### src/rtl/mul_div_unit.sv
// RV32M multiply/divide unit for the EX stage: single-cycle multiply and divide
// special cases, 32-cycle restoring divide for everything else.
module mul_div_unit (
    input  logic        clk,
    input  logic        rst,
    input  logic        start,
    input  logic        kill,
    input  logic [2:0]  funct3,
    input  logic [31:0] op_a,
    input  logic [31:0] op_b,
    output logic        busy,
    output logic        done,
    output logic [31:0] result
);

    typedef enum logic [1:0] {IDLE, DIV_RUN, DONE} state_t;

    state_t      state, state_next;
    logic [4:0]  cnt;
    logic        rem_op_q;
    logic        neg_q, neg_r;
    logic [31:0] a_q, b_q;
    logic [32:0] rem_q;

    logic        a_signed, b_signed, a_neg, b_neg;
    logic        is_div, div_zero, overflow, div_iterate;
    logic [63:0] a_ext, b_ext, prod;
    logic [31:0] mul_res, special_res, a_mag, b_mag;
    logic [33:0] shifted;
    logic [32:0] sub, rem_next;
    logic        take;
    logic [31:0] quo_next, quo_fix, rem_fix, div_res;

    // Operand decode and the single-cycle paths, evaluated on the accept cycle
    assign a_signed = (funct3 == 3'b001) || (funct3 == 3'b010) ||
                      (funct3 == 3'b100) || (funct3 == 3'b110);
    assign b_signed = (funct3 == 3'b001) || (funct3 == 3'b100) || (funct3 == 3'b110);
    assign a_neg    = a_signed & op_a[31];
    assign b_neg    = b_signed & op_b[31];
    assign a_ext    = {{32{a_neg}}, op_a};
    assign b_ext    = {{32{b_neg}}, op_b};
    assign prod     = a_ext * b_ext;
    assign mul_res  = (funct3 == 3'b000) ? prod[31:0] : prod[63:32];

    assign is_div      = funct3[2];
    assign div_zero    = (op_b == 32'd0);
    assign overflow    = ~funct3[0] && (op_a == 32'h8000_0000) && (op_b == 32'hFFFF_FFFF);
    assign div_iterate = is_div && !div_zero && !overflow;
    assign special_res = div_zero ? (funct3[1] ? op_a : 32'hFFFF_FFFF)
                                  : (funct3[1] ? 32'd0 : 32'h8000_0000);
    assign a_mag       = a_neg ? -op_a : op_a;
    assign b_mag       = b_neg ? -op_b : op_b;

    // One restoring step: a_q shifts the dividend out MSB first and the quotient in
    assign shifted  = {rem_q, a_q[31]};
    assign take     = (shifted >= {2'b00, b_q});
    assign sub      = shifted[32:0] - {1'b0, b_q};
    assign rem_next = take ? sub : shifted[32:0];
    assign quo_next = {a_q[30:0], take};
    assign quo_fix  = neg_q ? -quo_next : quo_next;
    assign rem_fix  = neg_r ? -rem_next[31:0] : rem_next[31:0];
    assign div_res  = rem_op_q ? rem_fix : quo_fix;

    always_comb begin
        state_next = state;
        busy       = (state != IDLE);
        done       = 1'b0;
        case (state)
            IDLE: begin
                if (start && !kill)
                    state_next = div_iterate ? DIV_RUN : DONE;
            end
            DIV_RUN: begin
                if (kill)
                    state_next = IDLE;
                else if (cnt == 5'd31)
                    state_next = DONE;
            end
            DONE: begin
                done       = !kill;
                state_next = IDLE;
            end
            default: state_next = IDLE;
        endcase
    end

    // result is only written on the edge entering DONE, so a kill never corrupts it
    always_ff @(posedge clk or posedge rst) begin
        if (rst) begin
            state    <= IDLE;
            cnt      <= 5'd0;
            rem_op_q <= 1'b0;
            neg_q    <= 1'b0;
            neg_r    <= 1'b0;
            a_q      <= 32'd0;
            b_q      <= 32'd0;
            rem_q    <= 33'd0;
            result   <= 32'd0;
        end else begin
            state <= state_next;
            case (state)
                IDLE: begin
                    if (start && !kill) begin
                        rem_op_q <= funct3[1];
                        cnt      <= 5'd0;
                        rem_q    <= 33'd0;
                        if (div_iterate) begin
                            a_q   <= a_mag;
                            b_q   <= b_mag;
                            neg_q <= a_neg ^ b_neg;
                            neg_r <= a_neg;
                        end else begin
                            a_q    <= op_a;
                            b_q    <= op_b;
                            neg_q  <= 1'b0;
                            neg_r  <= 1'b0;
                            result <= is_div ? special_res : mul_res;
                        end
                    end
                end
                DIV_RUN: begin
                    if (!kill) begin
                        a_q   <= quo_next;
                        rem_q <= rem_next;
                        cnt   <= cnt + 5'd1;
                        if (cnt == 5'd31)
                            result <= div_res;
                    end
                end
                default: ;
            endcase
        end
    end

endmodule

### config.mk
export PLATFORM = sky130hd
export DESIGN_NAME = mul_div_unit
export DESIGN_NICKNAME = d
export VERILOG_FILES = /design/src/rtl/mul_div_unit.sv
export SDC_FILE = /design/constraint.sdc
export NUM_CORES = 2
export LEC_CHECK = 0
export ABC_AREA = 1
export CAP_MARGIN = 20
export CORE_MARGIN = 2
export CORE_UTILIZATION = 60
export DETAILED_ROUTE_END_ITERATION = 7
export HOLD_SLACK_MARGIN = 0.1
export PLACE_DENSITY = 0.74
export RECOVER_POWER = 50
export SLEW_MARGIN = 20
export SYNTH_ARGS = -nofsm -noshare
export SYNTH_HDL_FRONTEND = slang
export SYNTH_SLANG_ARGS = --single-unit
### constraint.sdc
create_clock -name clk -period 6.1 [get_ports clk]
set_input_delay 1.83 -clock clk [delete_from_list [all_inputs] [get_ports clk]]
set_output_delay 1.83 -clock clk [all_outputs]
set_load 0.01 [all_outputs]
Word level (Yosys, flattened, before mapping)
Cells that the tools add are included.
- add/subtract/negate cells: 6
- $mul: 1
- magnitude comparators: 1
- eq/ne operators: 14
- multiplexer cells: 35
- bitwise logic cells: 4
- reduce and logical (&&, ||, !) cells: 22
- operators by type and width (cell ; count):
    32-bit two-way mux ; 18
    32-bit negation ; 4
    32-bit one-hot mux with 2 select lines ; 2
    33-bit two-way mux ; 3
    33-bit one-hot mux with 2 select lines ; 1
    32-bit equality test (second input constant) ; 2
    33-bit by 33-bit multiplier with 64-bit output ; 1
    34-bit by 32-bit greater-or-equal comparator with 1-bit output ; 1
    33-bit by 32-bit subtractor with 33-bit output ; 1
    32-bit logical NOT ; 1
    5-bit two-way mux ; 2
    5-bit one-hot mux with 2 select lines ; 1
    2-bit two-way mux ; 4
    2-bit inequality test (second input constant) ; 4
    3-bit equality test (second input constant) ; 2
    5-bit by 1-bit adder with 5-bit output (second input constant) ; 1
    5-bit equality test (second input constant) ; 1
    1-bit logical AND ; 5
    1-bit logical OR ; 5
    5-bit AND reduction ; 1
    2-bit one-hot mux with 2 select lines ; 1
    2-bit AND reduction ; 2
    2-bit nonzero test ; 2
    3-bit by 1-bit equality test with 1-bit output (second input constant) ; 1
    other kinds (12) ; 17
- flip-flop bits (word level): 139
- bits of input ports: 71
- output and inout bits: 34
- word-level logic and storage cells: 92

Logic depth before layout (Yosys ltp)
- depth after elaboration: 11
- mapped depth: 40
- mapped depth without buffers: 39

Least setup slack after synthesis
Ideal clock, no wire load.
- path kind: input-to-reg
- start point: input funct3[0]
- end point: register result[27]
- setup time: 66 ps
- data arrival time: 9789 ps
- data required time: 6034 ps
- setup slack: -3754 ps
- stages: 31
- buffers on the path: 1
- path through: nor2_1 -> inv_2 -> nor2_1 -> nor3_4 -> nand2_2 -> clkbuf_1 -> nor2_1 -> fa_1 -> fa_1 -> fa_1 -> inv_1 -> fa_1 -> inv_1 -> fa_1 -> fa_1 -> fa_1 -> inv_1 -> fa_1 -> inv_1 -> ha_1 -> a21o_1 -> a31oi_1 -> nand2_1 -> a221oi_1 -> o211ai_1 -> or2_2 -> nand3_1 -> o211ai_1 -> nand3_1 -> nand3_1 -> nand2_1
- longest elaborated chain between the ends: 11
- elaborated cells on any way between the ends: 25
- those cells by class: mul (1); eq/ne (5); mux (5); bitwise (3); reduce/logical (11)
- ends and longest elaborated chain (element ; line ; RTL):
    start: declaration ; 8 ; input logic [2:0] funct3,
    3-bit by 1-bit equality test with 1-bit output / 3-bit by 2-bit equality test with 1-bit output (equally long branches) ; 35, 37 ;
    1-bit logical OR (2 in series) ; 35 ; assign a_signed = (funct3 == 3'b001) || (funct3 == 3'b010) ||
    1-bit logical OR ; 36 ; (funct3 == 3'b100) || (funct3 == 3'b110);
    1-bit bitwise AND ; 38 ; assign a_neg = a_signed & op_a[31];
    33-bit by 33-bit multiplier with 64-bit output ; 42 ; assign prod = a_ext * b_ext;
    32-bit two-way mux ; 43 ; assign mul_res = (funct3 == 3'b000) ? prod[31:0] : prod[63:32];
    32-bit two-way mux ; 117 ; result <= is_div ? special_res : mul_res;
    32-bit two-way mux ; 107 ; if (div_iterate) begin
    32-bit two-way mux ; 103 ; if (start && !kill) begin
    32-bit one-hot mux with 2 select lines ; 101 ; case (state)
    end signal: assignment ; 117 ;
    end signal: assignment ; 127 ; result <= div_res;
    end: declaration ; 13 ; output logic [31:0] result
Parallel ways exist; a longest one is shown, timed or not. The select of a mux whose other input is x is not followed.
A chain may end at the register's enable or synchronous reset.

Worst setup path after layout
- start point: input funct3[0]
- end point: register result[28]
Same word-level chain as after synthesis.

==> metrics.txt <==
post-synthesis cell area=52600 um^2; DRC violations left=0; CTS tree=built; DRT iter0 DRCs=4925; post-synthesis sequential area ratio=0.0661; status=complete, but fails checks; worst slack, placed=-4290 ps; first-pass GRT wire length=293000 um; Core ar.=86800 um^2; headroom to the max-slew limit=-0.903; FMAX=109 MHz; CTS Buf Count=17; Seq cells post-synth=139; syn_nets=8440; Synth warnings=0; max incr delay on CP=630 ps; RSZ-0062 raised after global routing=true; fin cells=8710; Worst Setup End Kind=flip-flop; vias in the first global route=50100; fill count=6735; Site Rows=108; Final HPWL DP=161000 um; Clock Latency Late Sink=450 ps; post-DR vias/cell=5.62; Worst EP required=6490 ps; Tot GR Track Use=0.437; Finished Cell Area=63200 um^2; CTS sink cnt=139; Hold Path Stages=2; most frequent cells in the layout=1798 x inv_1, 1706 x nand2_1, 1093 x fa_1; WL per Instance=22.6 um; Tmin final=9150 ps; post-placement cell area=60300 um^2; Root Driver=clkbuf_16; EDFF count, synth=0; H-tree levels=4; Die W=300 um; Reg clk slew, reported paths=70 ps; worst hold slack=494 ps; PortBufs=104; # IOs=105; worst reg2reg path depth=27; largest net degree at the start of global routing=83; area of the die=90000 um^2; Starting Density=0.606; hold_buf cts=0; nets=8981; via count=48900; antenna violations before repair=19; placed insts=8610; synthesized instance count=6992; arrival time at the worst endpoint=9540 ps; post-synthesis async set-or-reset flop share=1.00; crit-path max FO=5; slew of the pin with the lowest slew margin=2840 ps; commonest non-fill, non-tap cell in the layout=inv_1; Final period util=1.50; Synth cell types=63; CP max-delay cell=fa_2; Top FF cell, synth=dfrtp_1; Mean Syn Cell Area=7.52 um^2; crit path launch type=input pin; Layout Area Growth over Synthesis=20.2%; cell repeated most along the worst path=fa_1; final setup fails=32; share of layout cells above drive strength 1=0.183; Slew Viols, Final=59; Routability Congestion=1.04; clock skew=12.2 ps; Die Y=300 um; Final ANT Viol Nets=0; Clock Tree Buf Depth=2; Final Hold Vio Count=0; failing checks=capacitance limit, slew limit, setup timing; Final Worst Setup Slack=-3050 ps; HP Class=reg2reg; kind of critical path=in2reg; Max-Cap Viols=1; Pre-antenna DRT Iters=6; GRT overflow=0; drt total wl=197000 um
## final timing paths
path | to | slack [ps] | startpoint
worst max-delay path | result[28]$_DFFE_PP0P_ | -3050 | funct3[0]
worst min-delay path | b_q[28]$_DFFE_PP0P_ | 490 | b_q[28]$_DFFE_PP0P_
worst max register to register | result[28]$_DFFE_PP0P_ | 1130 | a_q[31]$_DFFE_PP0P_
worst min register to register | b_q[28]$_DFFE_PP0P_ | 490 | b_q[28]$_DFFE_PP0P_
max in group asynchronous | b_q[29]$_DFFE_PP0P_ | 1100 | rst
min in group asynchronous | result[6]$_DFFE_PP0P_ | 2640 | rst
## per-stage QoR
step | TNS [ps] | util
2_1_floorplan | -82320 | -
3_3_place_gp | -121790 | 0.695
3_5_place_dp | -124260 | 0.695
4_1_cts | -89660 | 0.714
5_1_grt | -97350 | 0.729
6_report | -88560 | 0.729
## flip-flops by register name, indices dropped and copies added (netlist names)
| register | cells |
|---|---|
| neg_q | 1 |
| a_q | 32 |
| neg_r | 1 |
| b_q | 32 |
| rem_q | 33 |
| cnt | 5 |
| rem_op_q | 1 |
| state | 2 |
| result | 32 |
## cell usage after synthesis (31+ instances only)
library cell | count | area share
xor2_1 | 70 | 0.012
nand4_1 | 56 | 0.0067
o211ai_1 | 31 | 0.0044
ha_1 | 251 | 0.060
dfrtp_1 | 139 | 0.066
a21oi_1 | 199 | 0.019
nor3_1 | 43 | 0.0041
a31oi_1 | 32 | 0.0038
nand2_1 | 1763 | 0.13
nand3_1 | 191 | 0.018
xnor2_1 | 39 | 0.0065
inv_1 | 1861 | 0.13
o22ai_1 | 39 | 0.0046
fa_1 | 1126 | 0.43
o21ai_0 | 247 | 0.024
buf_1 | 124 | 0.0088
nand2_2 | 37 | 0.0044
clkbuf_1 | 191 | 0.014
nor2_1 | 299 | 0.021
## layout make-up
| class | instances | area, um^2 | share of cell area |
|---|---|---|---|
| Clock inverter | 12 | 184 | 0.00291 |
| Multi-Input combinational cell | 4625 | 42700 | 0.675 |
| Sequential cell | 139 | 3480 | 0.0550 |
| Clock buffer | 20 | 467 | 0.00738 |
| Inverter | 1883 | 7110 | 0.112 |
| Antenna cell | 9 | 22.5 | 0.000356 |
| Tap cell | 1155 | 1450 | 0.0229 |
| Timing Repair Buffer | 867 | 7850 | 0.124 |
## routing by layer
metal  vias to the layer above  GRT usage  share of wire
met2                      2744      0.676           0.44
met4                        10      0.281          0.091
met5                         -          0        0.00031
met1                     24100      0.573           0.37
met3                       693     0.0745           0.10
li1                      21400          -              -
## worst max-delay path, delay by kind of cell
kind                     cells  cell delay (ps)
AO/OA/AOI/OAI                2              330
buffers and inverters       13             1280
AND/OR/NAND/NOR             14             1680
adder cells (fa/ha/maj)      9             4380
## what timing repair did
item                                    4_1_cts  5_1_grt
endpoints found under the setup margin       32       32
gates cloned                                  3        8
pin swaps                                    90      173
setup buffers                                24       35
gates resized for setup                     222      303
## kinds of logic after synthesis
group,synth area share
flops,0.0661
simple gates,0.199
compound gates,0.0673
fa+ha+maj,0.488
xor+xnor,0.0182
buf+inv,0.161
Power is left out: the tool's default activity adds up to more than one toggle a clock period on the data nets, which glitch-free logic cannot reach.
